## src/rtl/at_uart_pkg.sv

```systemverilog
// Shared state encoding, constants and baud helper for the AT-path UART transmitter.
// Build option AT_UART_TX_PARITY_EN adds an even-parity bit after the data bits.
package at_uart_pkg;

   localparam logic        UART_IDLE_LVL  = 1'b1;
   localparam int unsigned UART_DATA_BITS = 8;

   typedef enum logic [2:0] {
      ST_IDLE   = 3'd0,
      ST_START  = 3'd1,
      ST_DATA   = 3'd2,
`ifdef AT_UART_TX_PARITY_EN
      ST_PARITY = 3'd3,
`endif
      ST_STOP   = 3'd4
   } tx_state_e;

   function automatic int unsigned clks_per_bit(input int unsigned clk_freq,
                                                input int unsigned baud);
      return clk_freq / baud;
   endfunction

endpackage

```

## src/rtl/at_uart_fifo.sv

```systemverilog
// Single-clock byte FIFO feeding the UART shifter; DEPTH must be a power of two.
module at_uart_fifo #(
   parameter int unsigned DEPTH = 16,
   parameter int unsigned WIDTH = 8
) (
   input  logic             clk,
   input  logic             rst,
   input  logic             push_i,
   input  logic [WIDTH-1:0] wdata_i,
   input  logic             pop_i,
   output logic [WIDTH-1:0] rdata_o,
   output logic             full_o,
   output logic             empty_o
);

   localparam int unsigned PTR_W = $clog2(DEPTH);
   localparam int unsigned CNT_W = PTR_W + 1;

   logic [WIDTH-1:0] mem_q [DEPTH];
   logic [PTR_W-1:0] wr_ptr_q, wr_ptr_d;
   logic [PTR_W-1:0] rd_ptr_q, rd_ptr_d;
   logic [CNT_W-1:0] count_q, count_d;
   logic             do_push, do_pop;

   assign full_o  = (count_q == CNT_W'(DEPTH));
   assign empty_o = (count_q == '0);
   assign do_push = push_i && !full_o;
   assign do_pop  = pop_i && !empty_o;
   assign rdata_o = mem_q[rd_ptr_q];

   // NOTE: every always_comb output gets a default first so no path infers a latch.
   always_comb begin
      wr_ptr_d = wr_ptr_q;
      rd_ptr_d = rd_ptr_q;
      count_d  = count_q;
      if (do_push) wr_ptr_d = wr_ptr_q + 1'b1;
      if (do_pop)  rd_ptr_d = rd_ptr_q + 1'b1;
      case ({do_push, do_pop})
         2'b10:   count_d = count_q + 1'b1;
         2'b01:   count_d = count_q - 1'b1;
         default: count_d = count_q;
      endcase
   end

   // NOTE: sequential state uses non-blocking assignments so all flops update together.
   always_ff @(posedge clk) begin
      if (rst) begin
         wr_ptr_q <= '0;
         rd_ptr_q <= '0;
         count_q  <= '0;
      end else begin
         wr_ptr_q <= wr_ptr_d;
         rd_ptr_q <= rd_ptr_d;
         count_q  <= count_d;
      end
   end

   // NOTE: storage is not reset; count and pointers alone define which entries are valid.
   always_ff @(posedge clk) begin
      if (do_push) mem_q[wr_ptr_q] <= wdata_i;
   end

endmodule

```

## src/rtl/at_uart_tx.sv

```systemverilog
// FIFO-buffered UART transmitter (8N1) for the AT/MQTT byte stream toward the Wi-Fi module.
// Build option AT_UART_TX_PARITY_EN inserts an even-parity bit, giving 11-bit frames.
module at_uart_tx
   import at_uart_pkg::*;
#(
   parameter int unsigned CLK_FREQ   = 50_000_000,
   parameter int unsigned BAUD       = 115200,
   parameter int unsigned FIFO_DEPTH = 16
) (
   input  logic       clk,
   input  logic       rst,
   input  logic [7:0] byte_in,
   input  logic       byte_valid,
   output logic       byte_ready,
   output logic       txd,
   output logic       busy,
   output logic       overflow
);

   localparam int unsigned CLKS_PER_BIT = clks_per_bit(CLK_FREQ, BAUD);
   localparam int unsigned CNT_W = (CLKS_PER_BIT > 2) ? $clog2(CLKS_PER_BIT) : 1;
   localparam int unsigned IDX_W = $clog2(UART_DATA_BITS);
   localparam logic [CNT_W-1:0] CNT_MAX  = CNT_W'(CLKS_PER_BIT - 1);
   localparam logic [IDX_W-1:0] LAST_BIT = IDX_W'(UART_DATA_BITS - 1);

   if (CLKS_PER_BIT < 2) begin : g_bad_baud
      $error("at_uart_tx: CLK_FREQ / BAUD must be at least 2");
   end
   if (FIFO_DEPTH < 2 || (FIFO_DEPTH & (FIFO_DEPTH - 1)) != 0) begin : g_bad_depth
      $error("at_uart_tx: FIFO_DEPTH must be a power of two and at least 2");
   end

   tx_state_e                 state_q, state_d;
   logic [CNT_W-1:0]          baud_cnt_q, baud_cnt_d;
   logic [IDX_W-1:0]          bit_idx_q, bit_idx_d;
   logic [UART_DATA_BITS-1:0] shift_q, shift_d;
   logic                      txd_q, txd_d;
   logic                      overflow_q, overflow_d;
`ifdef AT_UART_TX_PARITY_EN
   logic                      parity_q, parity_d;
`endif

   logic                      fifo_push, fifo_pop, fifo_full, fifo_empty;
   logic [UART_DATA_BITS-1:0] fifo_rdata;
   logic                      bit_done;

   // Ready is forced low during reset so nothing is accepted on a reset edge.
   assign byte_ready = !fifo_full && !rst;
   assign fifo_push  = byte_valid && byte_ready;
   assign bit_done   = (baud_cnt_q == CNT_MAX);

   at_uart_fifo #(
      .DEPTH (FIFO_DEPTH),
      .WIDTH (UART_DATA_BITS)
   ) u_fifo (
      .clk     (clk),
      .rst     (rst),
      .push_i  (fifo_push),
      .wdata_i (byte_in),
      .pop_i   (fifo_pop),
      .rdata_o (fifo_rdata),
      .full_o  (fifo_full),
      .empty_o (fifo_empty)
   );

   always_comb begin
      state_d   = state_q;
      bit_idx_d = bit_idx_q;
      shift_d   = shift_q;
      fifo_pop  = 1'b0;

      case (state_q)
         ST_IDLE: begin
            if (!fifo_empty) begin
               fifo_pop = 1'b1;
               state_d  = ST_START;
            end
         end
         ST_START: begin
            if (bit_done) state_d = ST_DATA;
         end
         ST_DATA: begin
            if (bit_done) begin
               bit_idx_d = bit_idx_q + 1'b1;
               shift_d   = shift_q >> 1;
               if (bit_idx_q == LAST_BIT) begin
`ifdef AT_UART_TX_PARITY_EN
                  state_d = ST_PARITY;
`else
                  state_d = ST_STOP;
`endif
               end
            end
         end
`ifdef AT_UART_TX_PARITY_EN
         ST_PARITY: begin
            if (bit_done) state_d = ST_STOP;
         end
`endif
         ST_STOP: begin
            if (bit_done) begin
               if (!fifo_empty) begin
                  fifo_pop = 1'b1;
                  state_d  = ST_START;
               end else begin
                  state_d  = ST_IDLE;
               end
            end
         end
         default: state_d = ST_IDLE;
      endcase

      if (fifo_pop) shift_d = fifo_rdata;

      // Restart the bit timer on every bit boundary and every state change.
      if (state_q == ST_IDLE || bit_done || state_d != state_q) baud_cnt_d = '0;
      else                                                    baud_cnt_d = baud_cnt_q + 1'b1;

`ifdef AT_UART_TX_PARITY_EN
      parity_d = fifo_pop ? ^fifo_rdata : parity_q;
`endif

      case (state_d)
         ST_START:  txd_d = 1'b0;
         ST_DATA:   txd_d = shift_d[0];
`ifdef AT_UART_TX_PARITY_EN
         ST_PARITY: txd_d = parity_q;
`endif
         default:   txd_d = UART_IDLE_LVL;
      endcase

      overflow_d = overflow_q || (byte_valid && fifo_full);
   end

   always_ff @(posedge clk) begin
      if (rst) begin
         state_q    <= ST_IDLE;
         baud_cnt_q <= '0;
         bit_idx_q  <= '0;
         shift_q    <= '0;
         txd_q      <= UART_IDLE_LVL;
         overflow_q <= 1'b0;
`ifdef AT_UART_TX_PARITY_EN
         parity_q   <= 1'b0;
`endif
      end else begin
         state_q    <= state_d;
         baud_cnt_q <= baud_cnt_d;
         bit_idx_q  <= bit_idx_d;
         shift_q    <= shift_d;
         txd_q      <= txd_d;
         overflow_q <= overflow_d;
`ifdef AT_UART_TX_PARITY_EN
         parity_q   <= parity_d;
`endif
      end
   end

   assign txd      = txd_q;
   assign overflow = overflow_q;
   assign busy     = (state_q != ST_IDLE) || !fifo_empty;

endmodule

```

## config.mk

```make
export PLATFORM = sky130hd
export DESIGN_NAME = at_uart_tx
export DESIGN_NICKNAME = d
export VERILOG_FILES = /design/src/rtl/at_uart_pkg.sv /design/src/rtl/at_uart_fifo.sv /design/src/rtl/at_uart_tx.sv
export SDC_FILE = /design/constraint.sdc
export NUM_CORES = 1
export LEC_CHECK = 0
export BUFFER_PORTS_ARGS = -buffer_cell sky130_fd_sc_hd__buf_2
export CORE_ASPECT_RATIO = 0.75
export CORE_UTILIZATION = 30
export CTS_CLUSTER_DIAMETER = 60
export DETAILED_ROUTE_END_ITERATION = 7
export PLACE_DENSITY_LB_ADDON = 0.1
export SLEW_MARGIN = 40
export SYNTH_ARGS = -nofsm -noshare
export SYNTH_HDL_FRONTEND = slang
export SYNTH_SLANG_ARGS = --single-unit
```

## constraint.sdc

```tcl
create_clock -name clk -period 9.5 [get_ports clk]
set_clock_uncertainty 0.05 [all_clocks]
set_input_delay 1.9 -clock clk [delete_from_list [all_inputs] [get_ports clk]]
set_output_delay 1.9 -clock clk [all_outputs]
set_load 0.01 [all_outputs]
```

==> results.txt <==
The flow ran to the end, and the final reports show no timing, DRC or antenna violations. The setup TNS after final layout came out at 0 ns. The slew at the pin closest to its max-slew limit came out at 0.743 ns.

The reported leakage power came out at 2.59 nW. Setup repair after global routing left no endpoint under its margin. The initial DRC count came out at 300. The flip-flop and latch count after synthesis is 170. The slowest stage of the critical path belongs to the cell sky130_fd_sc_hd__buf_2. The clock transition at the register clock pins on the worst setup and hold paths after CTS came out at 0.06 ns. The share of flip-flops with an asynchronous set or reset after synthesis came out at 0. The total count of max-transition violations in the final report came out at 0. The routed wirelength normalized by instance count came out at 19.9 µm. The HPWL after detailed placement came out at just under 10 mm. Walking the worst path, the cells encountered are buf_2 -> a21oi_1 -> buf_2. TritonCTS built the clock tree. The pin count of the biggest net entering global routing is between 40 and 50. The synthesized cell area is 6980 µm². The number of maximum-capacitance constraint violations came out at 0.

The synthesized netlist contains 51 unique library cells. The post-cts gate resize count is 0. STA classifies the critical path endpoint as a primary output. The worst setup path is launched from an input port. Wires add up to around 15 mm. The count of hold-fix buffers inserted at cts is 0. The count of pins on the block boundary came out at 15. The later-pin clock latency in the skew report came out at about 0.42 ns. The required time of the critical path came out at approximately 7.6 ns.

The die boundary height came out at between 100 and 150 µm. The global route total overflow is 0. The share of the Yosys chip area taken by registers is 0.672.

Among all flip-flop cells after synthesis, the most frequent one is sky130_fd_sc_hd__edfxtp_1. The final hold violation count is 0. Once detail routing completed, the nets flagged for antenna violations numbered 0. Ranked by instance count, the synthesized netlist is headed by sky130_fd_sc_hd__edfxtp_1, sky130_fd_sc_hd__nor2_1, sky130_fd_sc_hd__dfxtp_1, sky130_fd_sc_hd__mux4_2, sky130_fd_sc_hd__nand2_1. The fraction of final layout cells with drive strength greater than 1 came out at 0.246. The highest attainable clock frequency came out at ~0.21 GHz. The overall track demand over capacity in global routing came out at 0.137. In this run the tightest slew margin relative to its limit is 0.502.

The critical path's largest stage delay is ~0.56 ns. The floorplan step set the die width to around 180 µm. sky130_fd_sc_hd__edfxtp_1 takes more of the synthesized area than any other cell. After synthesis, the cell types taking the most area are sky130_fd_sc_hd__edfxtp_1, sky130_fd_sc_hd__mux4_2, sky130_fd_sc_hd__dfxtp_1, sky130_fd_sc_hd__nor2_1, sky130_fd_sc_hd__ha_1.

The tightest min-delay check is of the register to register type. The starting density of the core came out at 0.311. The area share of the largest cell type after synthesis came out at 0.551.

The initial antenna violation count came to 0. Across the VDD grid, the largest voltage drop is around 0.12 mV. In this design, the critical path's most frequently occurring cell is sky130_fd_sc_hd__buf_2.

The synthesized net count came out at 454. The total power per unit cell area came out at about 250 nW/µm². The cell with the most instances after synthesis is sky130_fd_sc_hd__edfxtp_1.

The part of the cycle the worst path needs is 0.494. By startpoint and endpoint, the worst setup path is classified as input port to primary output. The longest clock path from root to sink contains 2 buffers. The final cell utilization of the core came out at 0.355. The synthesized area per cell is about 16 µm².

The CTS root buffer is sky130_fd_sc_hd__clkbuf_16. The placeable core area is about 22000 µm². The CTS H-tree depth is 4. The number of buffers added for setup after CTS is 0. The first global-routing pass estimated about 23 mm of wire. The number of detailed-route iterations in the first pass came out at 4. The number of enable-type register cells in the synthesized netlist is roughly 130.

The via count of the routed design came out at roughly 3600. The total clock buffers created by CTS came out at 17. The smallest clock period supported by the final layout is computed as 4.69 ns. The via count of the first global-routing pass came out at between 3000 and 4000.

Clock tree synthesis found a total of 170 sinks. From synthesis to final layout, the design area changed by 14.1%. The number of inserted diodes is 0. The number of buffers added on ports came out at 14. The layout net count came out at between 400 and 500. Dividing the detail-routed via count by the number of cells gives about 4.8. The number of remaining DRC errors came out at 0. For this run, the number of Yosys warnings is 0. Synthesis handed over a netlist of about 430 instances. The maximum fanout along the worst path came out at 41.

The die area came out at about 24000 µm². The total number of placement rows is 47. The arrival time at the worst endpoint is about 2.7 ns. Setup violations remaining at the end of the flow were counted as 0.

The routability-driven placement congestion ratio is about 0.75.
## final timing paths
check | slack (ns) | depth (start not counted) | start | end
worst max-delay path | 4.81 | 3 | rst | byte_ready
worst min-delay path | 0.41 | 2 | overflow | overflow
worst max register to register | 5.48 | 14 | baud_cnt_q[1] | u_fifo.count_q[4]
worst min register to register | 0.41 | 2 | overflow | overflow
## metrics by stage
step | instance area (µm²) | hold slack (ns) | worst slack (ns) | total power, W | std cells
after global placement | 7360 | 0.405 | 4.42 | 0.00132 | 726
after CTS | 7950 | 0.422 | 4.79 | 0.00201 | 758
after floorplan | 6980 | 0.395 | 5.00 | 0.00124 | 431
after detailed placement | 7370 | 0.406 | 4.37 | 0.00133 | 726
final | 7960 | 0.415 | 4.81 | 0.00199 | 758
after global routing | 7960 | 0.450 | 4.71 | 0.00208 | 758
## area by class of cell
type / instances / area (µm²)
clock buffer: 19 / 433
clock inverter: 13 / 146
fill: 2110 / 14400
inverter: 8 / 30.0
multi-input combinational: 228 / 2130
sequential: 170 / 4690
tap: 294 / 368
timing repair buffer: 26 / 160
## worst max-delay path: cells and delay by family
kind            cells  cell delay, ns
compound gates      1            0.09
buf+inv             2            0.74
## cell usage in the layout, fill, tap and decap left out, types with 8 or more instances in the layout
cell	count
sky130_fd_sc_hd__dfxtp_1	41
sky130_fd_sc_hd__mux2i_1	10
sky130_fd_sc_hd__ha_1	12
sky130_fd_sc_hd__nand2_1	16
sky130_fd_sc_hd__buf_4	12
sky130_fd_sc_hd__clkbuf_16	17
sky130_fd_sc_hd__a211oi_1	8
sky130_fd_sc_hd__xor2_1	8
sky130_fd_sc_hd__xnor2_1	9
sky130_fd_sc_hd__mux4_2	40
sky130_fd_sc_hd__buf_2	14
sky130_fd_sc_hd__edfxtp_1	128
sky130_fd_sc_hd__nor2_1	46
sky130_fd_sc_hd__a21oi_1	10
## logic make-up (layout without fill, tap and decap cells)
logic type	count (synthesis)	after routing	share of synthesized area
fa+ha+maj	12	12	0.0215
compound gates	36	36	0.0352
xor+xnor	17	17	0.0213
mux	53	53	0.148
simple gates	110	110	0.0768
flops	170	170	0.672
buf+inv	33	66	0.0253
## power breakdown
part	switching, W	internal, W
clock network	0.000296	0.000389
logic	0.000232	0.000195
registers	0.0000384	0.000838
## sequential cells by signal (all words and copies together), names as in the netlist, named ones only
| signal | flops |
|---|---|
| baud_cnt_q | 9 |
| bit_idx_q | 3 |
| overflow | 1 |
| shift_q | 8 |
| state_q | 3 |
| txd | 1 |
| u_fifo.count_q | 5 |
| u_fifo.mem_q | 128 |
| u_fifo.rd_ptr_q | 4 |
| u_fifo.wr_ptr_q | 4 |
## routing by layer
metal	wire length [µm]	track usage
met4	172	0.0394
met3	859	0.0312
met5	0	0
met2	6620	0.194
met1	7460	0.207
Power figures use the tool's default switching activity.
